==> config.mk <==
export PLATFORM = sky130hd
export DESIGN_NAME = multdiv_seq
export DESIGN_NICKNAME = d
export VERILOG_FILES = /design/src/rtl/multdiv_pkg.sv /design/src/rtl/negate_w.sv /design/src/rtl/multdiv_seq.sv
export SDC_FILE = /design/constraint.sdc
export NUM_CORES = 1
export LEC_CHECK = 0
export BUFFER_PORTS_ARGS = -buffer_cell sky130_fd_sc_hd__buf_2
export CORE_ASPECT_RATIO = 1.1
export CORE_MARGIN = 2
export CORE_UTILIZATION = 30
export DETAILED_ROUTE_END_ITERATION = 8
export PLACE_DENSITY = 0.48
export SYNTH_ARGS = -nofsm -noshare
export SYNTH_HDL_FRONTEND = slang
export SYNTH_HIERARCHICAL = 1
export SYNTH_SLANG_ARGS = --single-unit
==> constraint.sdc <==
create_clock -name clock -period 7.2 [get_ports clock]
set_input_delay 0.72 -clock clock [delete_from_list [all_inputs] [get_ports clock]]
set_output_delay 0.72 -clock clock [all_outputs]
set_load 0.02 [all_outputs]
==> src/rtl/multdiv_pkg.sv <==
`default_nettype none
// ============================================================================
// Module   : multdiv_pkg
// Purpose  : Shared types for the iterative multiply/divide unit:
//            operation encoding, controller state encoding and the
//            iteration-counter width helper.
// Ports    : none (package)
// Revision : 1.0 - initial release
// ============================================================================
package multdiv_pkg;

  // Operation encoding as presented on the op port.
  typedef enum logic [1:0] {
    OP_MUL  = 2'b00,  // low word of signed product
    OP_MULH = 2'b01,  // high word of signed product
    OP_DIV  = 2'b10,  // signed quotient, truncated toward zero
    OP_REM  = 2'b11   // signed remainder, sign of dividend
  } op_e;

  // Controller states.
  typedef enum logic [2:0] {
    S_IDLE = 3'd0,
    S_PREP = 3'd1,
    S_CALC = 3'd2,
    S_FIX  = 3'd3,
    S_DONE = 3'd4
  } state_e;

  // Counter must be able to hold the value w itself.
  function automatic int cnt_width(input int w);
    return $clog2(w + 1);
  endfunction

endpackage
`default_nettype wire

==> src/rtl/negate_w.sv <==
`default_nettype none
// ============================================================================
// Module   : negate_w
// Purpose  : Parametrised two's-complement negation (o_y = -i_a).
// Ports    : i_a [WIDTH-1:0] operand in
//            o_y [WIDTH-1:0] negated value out
// Revision : 1.0 - initial release
// ============================================================================
module negate_w #(
  parameter int WIDTH = 32
) (
  input  logic [WIDTH-1:0] i_a,
  output logic [WIDTH-1:0] o_y
);

  assign o_y = ~i_a + 1'b1;

endmodule
`default_nettype wire

==> src/rtl/multdiv_seq.sv <==
`default_nettype none
// ============================================================================
// Module   : multdiv_seq
// Purpose  : Iterative signed MUL / MULH / DIV / REM unit with valid/ready
//            handshakes. One radix-2 datapath: shift-add for multiply,
//            non-restoring for divide, WIDTH iterations per operation.
// Config   : MULTDIV_SEQ_EARLY_OUT_EN - when defined, a zero operand skips
//            the iteration phase (result ready two edges after accept).
// Ports    : clock, reset_n         clock, async active-low reset
//            in_valid/in_ready      request handshake
//            op[1:0]                00 MUL, 01 MULH, 10 DIV, 11 REM
//            operand_a/operand_b    signed operands (WIDTH bits)
//            out_valid/out_ready    result handshake
//            result[WIDTH-1:0]      signed result
//            exception              overflow / divide-by-zero flag
// Revision : 1.0 - initial release
// ============================================================================
module multdiv_seq
  import multdiv_pkg::*;
#(
  parameter int WIDTH = 32
) (
  input  logic             clock,
  input  logic             reset_n,
  input  logic             in_valid,
  output logic             in_ready,
  input  logic [1:0]       op,
  input  logic [WIDTH-1:0] operand_a,
  input  logic [WIDTH-1:0] operand_b,
  output logic             out_valid,
  input  logic             out_ready,
  output logic [WIDTH-1:0] result,
  output logic             exception
);

  localparam int              CW     = cnt_width(WIDTH);
  localparam logic [CW-1:0]   C_LAST = CW'(WIDTH - 1);
  localparam logic [WIDTH-1:0] C_MIN = {1'b1, {(WIDTH-1){1'b0}}};

  state_e               r_state, w_state_nxt;
  op_e                  r_op;
  logic [WIDTH-1:0]     r_a, r_b;          // operands as sampled at accept
  logic [WIDTH-1:0]     r_mag_a, r_mag_b;  // unsigned magnitudes
  logic [WIDTH:0]       r_hi;              // product high half / partial remainder
  logic [WIDTH-1:0]     r_lo;              // multiplier-product low / dividend-quotient
  logic [CW-1:0]        r_cnt;
  logic [WIDTH-1:0]     r_result;
  logic                 r_exc;

  logic                 w_is_div, w_zero, w_last, w_sa, w_sb;
  logic [WIDTH-1:0]     w_neg_a, w_neg_b, w_mag_a, w_mag_b;
  logic [WIDTH:0]       w_msum, w_dshift, w_dstep, w_drest;
  logic [2*WIDTH-1:0]   w_prod, w_neg_prod, w_sprod;
  logic [WIDTH-1:0]     w_neg_q, w_quot, w_neg_r, w_rem;
  logic                 w_bzero, w_ovf;
  logic [WIDTH-1:0]     w_res;
  logic                 w_exc;

  assign w_is_div = r_op[1];
  assign w_sa     = r_a[WIDTH-1];
  assign w_sb     = r_b[WIDTH-1];
  assign w_zero   = (r_a == '0) || (r_b == '0);
  assign w_last   = (r_state == S_CALC) && (r_cnt == C_LAST);

  // ---------------------------------------------------------------- control
  always_ff @(posedge clock or negedge reset_n) begin
    if (!reset_n) r_state <= S_IDLE;
    else          r_state <= w_state_nxt;
  end

  always_comb begin
    w_state_nxt = r_state;
    in_ready    = 1'b0;
    out_valid   = 1'b0;
    case (r_state)
      S_IDLE: begin
        in_ready = 1'b1;
        if (in_valid) w_state_nxt = S_PREP;
      end
      S_PREP: begin
`ifdef MULTDIV_SEQ_EARLY_OUT_EN
        w_state_nxt = w_zero ? S_FIX : S_CALC;
`else
        w_state_nxt = S_CALC;
`endif
      end
      S_CALC: if (w_last) w_state_nxt = S_FIX;
      S_FIX:  w_state_nxt = S_DONE;
      S_DONE: begin
        out_valid = 1'b1;
        if (out_ready) w_state_nxt = S_IDLE;
      end
      default: w_state_nxt = S_IDLE;
    endcase
  end

  // ------------------------------------------------------- magnitude forming
  negate_w #(.WIDTH(WIDTH)) u_neg_a (.i_a(r_a), .o_y(w_neg_a));
  negate_w #(.WIDTH(WIDTH)) u_neg_b (.i_a(r_b), .o_y(w_neg_b));
  assign w_mag_a = w_sa ? w_neg_a : r_a;
  assign w_mag_b = w_sb ? w_neg_b : r_b;

  // ------------------------------------------------------------ iteration
  // Multiply: add |A| when the multiplier LSB is set, then shift {hi,lo} right.
  assign w_msum = r_hi + (r_lo[0] ? {1'b0, r_mag_a} : '0);

  // Divide: shift {R,Q} left, then add or subtract |B| depending on the sign
  // of the previous remainder. With |B| <= 2^(WIDTH-1) the remainder always
  // fits WIDTH+1 signed bits. The last iteration folds in the restore step.
  assign w_dshift = {r_hi[WIDTH-1:0], r_lo[WIDTH-1]};
  assign w_dstep  = r_hi[WIDTH] ? (w_dshift + {1'b0, r_mag_b})
                                : (w_dshift - {1'b0, r_mag_b});
  assign w_drest  = (w_last && w_dstep[WIDTH]) ? (w_dstep + {1'b0, r_mag_b}) : w_dstep;

  // ------------------------------------------------------- sign fix-up
  assign w_prod = {r_hi[WIDTH-1:0], r_lo};
  negate_w #(.WIDTH(2*WIDTH)) u_neg_p (.i_a(w_prod), .o_y(w_neg_prod));
  negate_w #(.WIDTH(WIDTH))   u_neg_q (.i_a(r_lo), .o_y(w_neg_q));
  negate_w #(.WIDTH(WIDTH))   u_neg_r (.i_a(r_hi[WIDTH-1:0]), .o_y(w_neg_r));
  assign w_sprod = (w_sa ^ w_sb) ? w_neg_prod : w_prod;
  assign w_quot  = (w_sa ^ w_sb) ? w_neg_q : r_lo;
  assign w_rem   = w_sa ? w_neg_r : r_hi[WIDTH-1:0];

  assign w_bzero = (r_b == '0);
  assign w_ovf   = (r_a == C_MIN) && (r_b == '1);

  always_comb begin
    w_res = '0;
    w_exc = 1'b0;
    case (r_op)
      OP_MUL: begin
        w_res = w_sprod[WIDTH-1:0];
        w_exc = (w_sprod[2*WIDTH-1:WIDTH] != {WIDTH{w_sprod[WIDTH-1]}});
      end
      OP_MULH: w_res = w_sprod[2*WIDTH-1:WIDTH];
      OP_DIV: begin
        w_exc = w_bzero | w_ovf;
        w_res = w_bzero ? '0 : (w_ovf ? r_a : w_quot);
      end
      OP_REM: begin
        w_exc = w_bzero | w_ovf;
        w_res = w_bzero ? r_a : (w_ovf ? '0 : w_rem);
      end
      default: ;
    endcase
  end

  // --------------------------------------------------------------- datapath
  always_ff @(posedge clock or negedge reset_n) begin
    if (!reset_n) begin
      r_op     <= OP_MUL;
      r_a      <= '0;
      r_b      <= '0;
      r_mag_a  <= '0;
      r_mag_b  <= '0;
      r_hi     <= '0;
      r_lo     <= '0;
      r_cnt    <= '0;
      r_result <= '0;
      r_exc    <= 1'b0;
    end else begin
      case (r_state)
        S_IDLE: if (in_valid) begin
          r_op <= op_e'(op);
          r_a  <= operand_a;
          r_b  <= operand_b;
        end
        S_PREP: begin
          r_mag_a <= w_mag_a;
          r_mag_b <= w_mag_b;
          r_hi    <= '0;
          r_cnt   <= '0;
          // A zero operand means a zero product/quotient/remainder; loading
          // zero here makes the skipped-iteration path produce it directly.
          r_lo    <= w_zero ? '0 : (w_is_div ? w_mag_a : w_mag_b);
        end
        S_CALC: begin
          r_cnt <= r_cnt + 1'b1;
          if (w_is_div) begin
            r_hi <= w_drest;
            r_lo <= {r_lo[WIDTH-2:0], ~w_dstep[WIDTH]};
          end else begin
            r_hi <= {1'b0, w_msum[WIDTH:1]};
            r_lo <= {w_msum[0], r_lo[WIDTH-1:1]};
          end
        end
        S_FIX: begin
          r_result <= w_res;
          r_exc    <= w_exc;
        end
        default: ;
      endcase
    end
  end

  assign result    = r_result;
  assign exception = r_exc;

endmodule
`default_nettype wire

# Yosys cells after proc, flatten, opt, wreduce, memory -nomap -nowiden
# Cells that the tools add are included.
# totals
memories,0
in_bits,70
ram_bits,0
register_bits,237
latchBits,0
romBits,0
# op_classes
order_cmp,0
n_shift,0
muxes,27
addsub,10
div,0
reduce_logical,12
n_mul,0
eq_ne,14
bitwise_logic,8
# op_table
operator,n
$mux 32,12
$add 32x1->32 const B,4
$not 32->32,4
$pmux 32 s4,1
$add 33x32->33,3
$mux 33,3
$pmux 33 s2,1
$add 64x1->64 const B,1
$eq 32x32->1 const B,2
$logic_not 32->1,2
$mux 64,1
$not 64->64,1
$pmux 32 s2,1
$sub 33x32->33,1
$ne 32x32->1,1
$pmux 3 s5,1
$pmux 6 s2,1
$mux 3,3
$add 6x1->6 const B,1
$eq 3x2->1 const B,2
$eq 6x5->1 const B,1
$ne 2x2->1 const B,3
$eq 2x2->1 const B,2
$eq 3x1->1 const B,1
other kinds (15),18

# Depth between registers and ports, before layout
# logic_depth
depth_word,6
depth_mapped,28
mapped_depth_nobuf,27

# Cells and area by module
# Netlist, hierarchy kept.
# by_module_without_submodules
mod,instances,cells_each,seq_area_each_um2,area_each_um2
multdiv_seq,1,2458,5930.7,19877.8
negate_w at u_neg_a ...,4,83,0.0,636.9
negate_w at u_neg_p,1,186,0.0,1287.5

# Least setup slack after synthesis
# No wires, ideal clock.
# synth_path
kind,reg2reg
start,register r_mag_b[3]
end,register r_hi[29]
path_buffers,0
required_time_ns,7.059
path_slack_ns,1.603
setup_time_ns,0.141
t_arrival_ns,5.456
synth_period_minus_slack_ns,5.597
path_stages_with_launch,27
path_cell_list,dfrtp_1 or4_4 nor2_1 nand3b_1 or2_2 nor2_1 nand2_1 nor2_1 nor2_1 xor2_1 ha_1 o21a_1 o22a_1 and2_1 o31a_1 or3_1 and2_1 ha_1 a21o_1 a21o_1 a21oi_1 o21ai_0 a221oi_1 nand4b_1 and3b_1 mux2i_1 o221ai_1
# synth_between
elab_chain_len,6
elab_cells_between_ends,8
cone_classes,add/sub: 3; mux: 4; reduce/logical: 1
# synth_rtl
element,line,rtl
from (decl),multdiv_seq.sv:43,"logic [WIDTH-1:0] r_mag_a, r_mag_b;"
from (signal assigned),multdiv_seq.sv:170,r_mag_b <= w_mag_b;
$sub 33x32->33 / $add 33x32->33 (equally long branches),"multdiv_seq.sv:112, multdiv_seq.sv:111",
$mux 33,multdiv_seq.sv:111,"assign w_dstep = r_hi[WIDTH] ? (w_dshift + {1'b0, r_mag_b})"
$add 33x32->33 / $logic_and 1x1->1 (equally long branches),multdiv_seq.sv:113,"assign w_drest = (w_last && w_dstep[WIDTH]) ? (w_dstep + {1'b0, r_mag_b}) : w_dstep;"
$mux 33 *,multdiv_seq.sv:113,
$mux 33 *,multdiv_seq.sv:179,if (w_is_div) begin
$pmux 33 s2 *,multdiv_seq.sv:162,case (r_state)
to (signal assigned),multdiv_seq.sv:180,r_hi <= w_drest;
to (signal assigned),multdiv_seq.sv:183,"r_hi <= {1'b0, w_msum[WIDTH:1]};"
to (decl),multdiv_seq.sv:44,logic [WIDTH:0] r_hi;
# Mark *: on every way between the ends. The rest lies on a longest branch, timed or not.
# A chain may end at the register's enable or synchronous reset.

# Worst setup path after layout
# Same ends and word-level chain as after synthesis.

==> results_dict.tcl <==
set metrics [dict create \
    yosysTopAreaCell "dfrtp_1" \
    synth_top_flop_cell "dfrtp_1" \
    synth_top_area_share_pct 25.0 \
    initial_core_util_pct 30.2 \
    core-area_sq_um 78600 \
    yosysUniqueCellTypes 97 \
    cts_tree "yes" \
    detail_route.wl_per_cell_um 22.8 \
    skew_ns 0.0312 \
    tightest_slew_ns 1.14 \
    synth_most_common_cell "nand2_1" \
    hold_path.class "in -> async" \
    htreeDepth 2 \
    crit_path_end_kind "flip-flop" \
    place.gp.congestion 0.953 \
    min_period_ns 6.40 \
    diodes 0 \
    async_flop_share_pct 100 \
    vias 23100 \
    worstPathRequired_ns 7.59 \
    first_pass_iters 6 \
    cap_violations 0 \
    synthCells 2976 \
    antenna_found_initial 1 \
    cp.arrival_ns 6.79 \
    cts-hold-fix-buffers 0 \
    cts.repair.resized 0 \
    syn_to_final_growth_pct 11.7 \
    nNetsFinal 3186 \
    clk_latency_ns 0.57 \
    dp_hpwl_um 69100 \
    rsz0062_at_grt "false" \
    drive_gt1_share_pct 13.3 \
    fin_tns_setup_ns 0 \
    drtAntennaViolNets 0 \
    cts_setup_buffers 0 \
    worst_r2r_startpoint "r_mag_b[3]$_DFFE_PN0P_" \
    gr-total-overflow 0 \
    timing.fmax_ghz 0.156 \
    clk_path_buf_depth 3 \
    cp_max_fo 6 \
    synth-edff-count 0 \
    dieArea_sq_um 81300 \
    io_pins 105 \
    synth_fp_nets 3153 \
    period_share_pct 88.9 \
    cts_root_buf "clkbuf_16" \
    clk_pin_slew_ns 0.05 \
    startpoint_type "flip-flop" \
    grt_usage_pct 22.4 \
    synthTopCellsByCount "nand2_1, dfrtp_1, a21oi_1" \
    crit_start "r_mag_b[3]$_DFFE_PN0P_" \
    setup_violations 0 \
    relSlewSlack_pct 21.9 \
    status "completed" \
    synth_area_sq_um 23700 \
    route.detailed.drc 0 \
    first_global_vias 22000 \
    clock-sinks 237 \
    die_x_um 272 \
    report.final.slew_viol_count 0 \
    viasPerCell 5.66 \
    ys_warn_count 6 \
    drt_first_iter_violations 1991 \
    cts_buffers 34 \
    seq_area_frac_synth_pct 25.0 \
    synth.area.top_cells "dfrtp_1, nand2_1, xnor2_1" \
    routed_wl_um 93200 \
    ys_seq_elements 237 \
    num_rows 108 \
    grt_pass1_wl_um 142000 \
    die_height_um 299 \
    io_buffers 104 \
    critPathKind "reg -> reg" \
    grt_max_degree 132 \
    finalHoldViolations 0 \
    avgSynthCellArea_sq_um 7.97 \
]
## cells in the final DEF (no fill, tap or decap), types with 13 or more instances in the layout
cell type,count
nor2_1,164
a31oi_1,77
mux2i_1,116
xor2_1,99
a21o_1,51
dfrtp_1,234
a22oi_1,13
nand4_1,43
o21ai_1,15
o31ai_1,40
and2_1,52
inv_1,46
or4_1,24
a21oi_1,208
o211ai_1,21
or3_1,70
and3_1,19
a211oi_1,18
nor3_1,108
buf_2,103
nand2_1,492
clkbuf_16,34
mux2_2,98
o21ai_0,119
nor4_2,19
o221ai_1,36
nand3_1,43
xnor2_1,179
nor4_1,92
buf_4,55
ha_1,104
## cell families after synthesis
kind of cell | Yosys count | synth area share [%]
AO/OA/AOI/OAI | 687 | 18.4
XOR/XNOR | 281 | 10.4
adder cells (fa/ha/maj) | 107 | 5.74
buffers and inverters | 210 | 3.74
flip-flops | 237 | 25.0
multiplexers | 216 | 9.69
AND/OR/NAND/NOR | 1238 | 27.0
## through the flow
step	cells	worst slack (ns)	hold WS, ns	instance area (sq um)	utilization (%)
5_1_grt	4080	0.249	0.111	26500	33.7
6_report	4080	0.798	0.0710	26500	33.7
2_1_floorplan	2976	1.60	0.424	23700	-
4_1_cts	4080	0.818	0.0920	26500	33.7
3_5_place_dp	4018	0.845	0.455	25300	32.2
3_3_place_gp	4018	0.899	0.455	25300	32.2
## layout make-up
| cell class | count | area [sq um] |
|---|---|---|
| sequential | 237 | 5940 |
| inverter | 47 | 176 |
| multi-input combinational | 2529 | 16900 |
| fill | 8336 | 52200 |
| timing repair buffer | 160 | 963 |
| clock inverter | 22 | 254 |
| clock buffer | 40 | 893 |
| tap | 1045 | 1310 |
## final timing paths
check,slack (ns),depth (start not counted),end
min,0.07,1,r_a[6]$_DFFE_PN0P_
min in group clock,0.36,2,r_state[2]$_DFFE_PN0P_
max in group asynchronous,5.87,2,r_op[1]$_DFFE_PN0P_
max,0.80,25,r_hi[29]$_DFFE_PN0P_
min reg2reg,0.47,2,result[20]$_DFFE_PN0P_
max reg2reg,0.80,25,r_hi[29]$_DFFE_PN0P_
## state kept, by name (all words and copies together), names as in the netlist
register   flops
r_cnt          6
r_mag_a       32
r_a           32
r_op           2
r_b           32
r_hi          33
r_lo          32
exception      1
result        32
r_state        3
r_mag_b       32
## routing by layer
metal | track usage, % | routed length, um | vias up
li1 | - | - | 11000
met1 | 32.1 | 43700 | 11300
met2 | 35.4 | 42100 | 690
met3 | 2.15 | 4650 | 119
met4 | 6.61 | 2720 | 2
met5 | 0 | 14 | -
## worst max-delay path: stages (launching register included)
cell and delay, ns:
dfrtp_1 0.44, or4_4 0.59, nor2_1 0.14, nand3b_1 0.11
or2_2 0.30, nor2_1 0.31, a21oi_1 0.14, xor2_1 0.16
ha_1 0.37, a21oi_1 0.27, o21ai_0 0.15, o22a_1 0.22
and2_1 0.21, o31a_1 0.29, or3_1 0.32, and2_1 0.18
ha_1 0.34, a21o_1 0.22, a21o_1 0.18, a21oi_1 0.18
o21ai_0 0.10, a221oi_1 0.40, nand4b_1 0.15, and3b_1 0.21
mux2i_1 0.14, o221ai_1 0.13
Power is not shown: default switching activity piles up to over one toggle a cycle in this logic, so the estimate is an artifact.
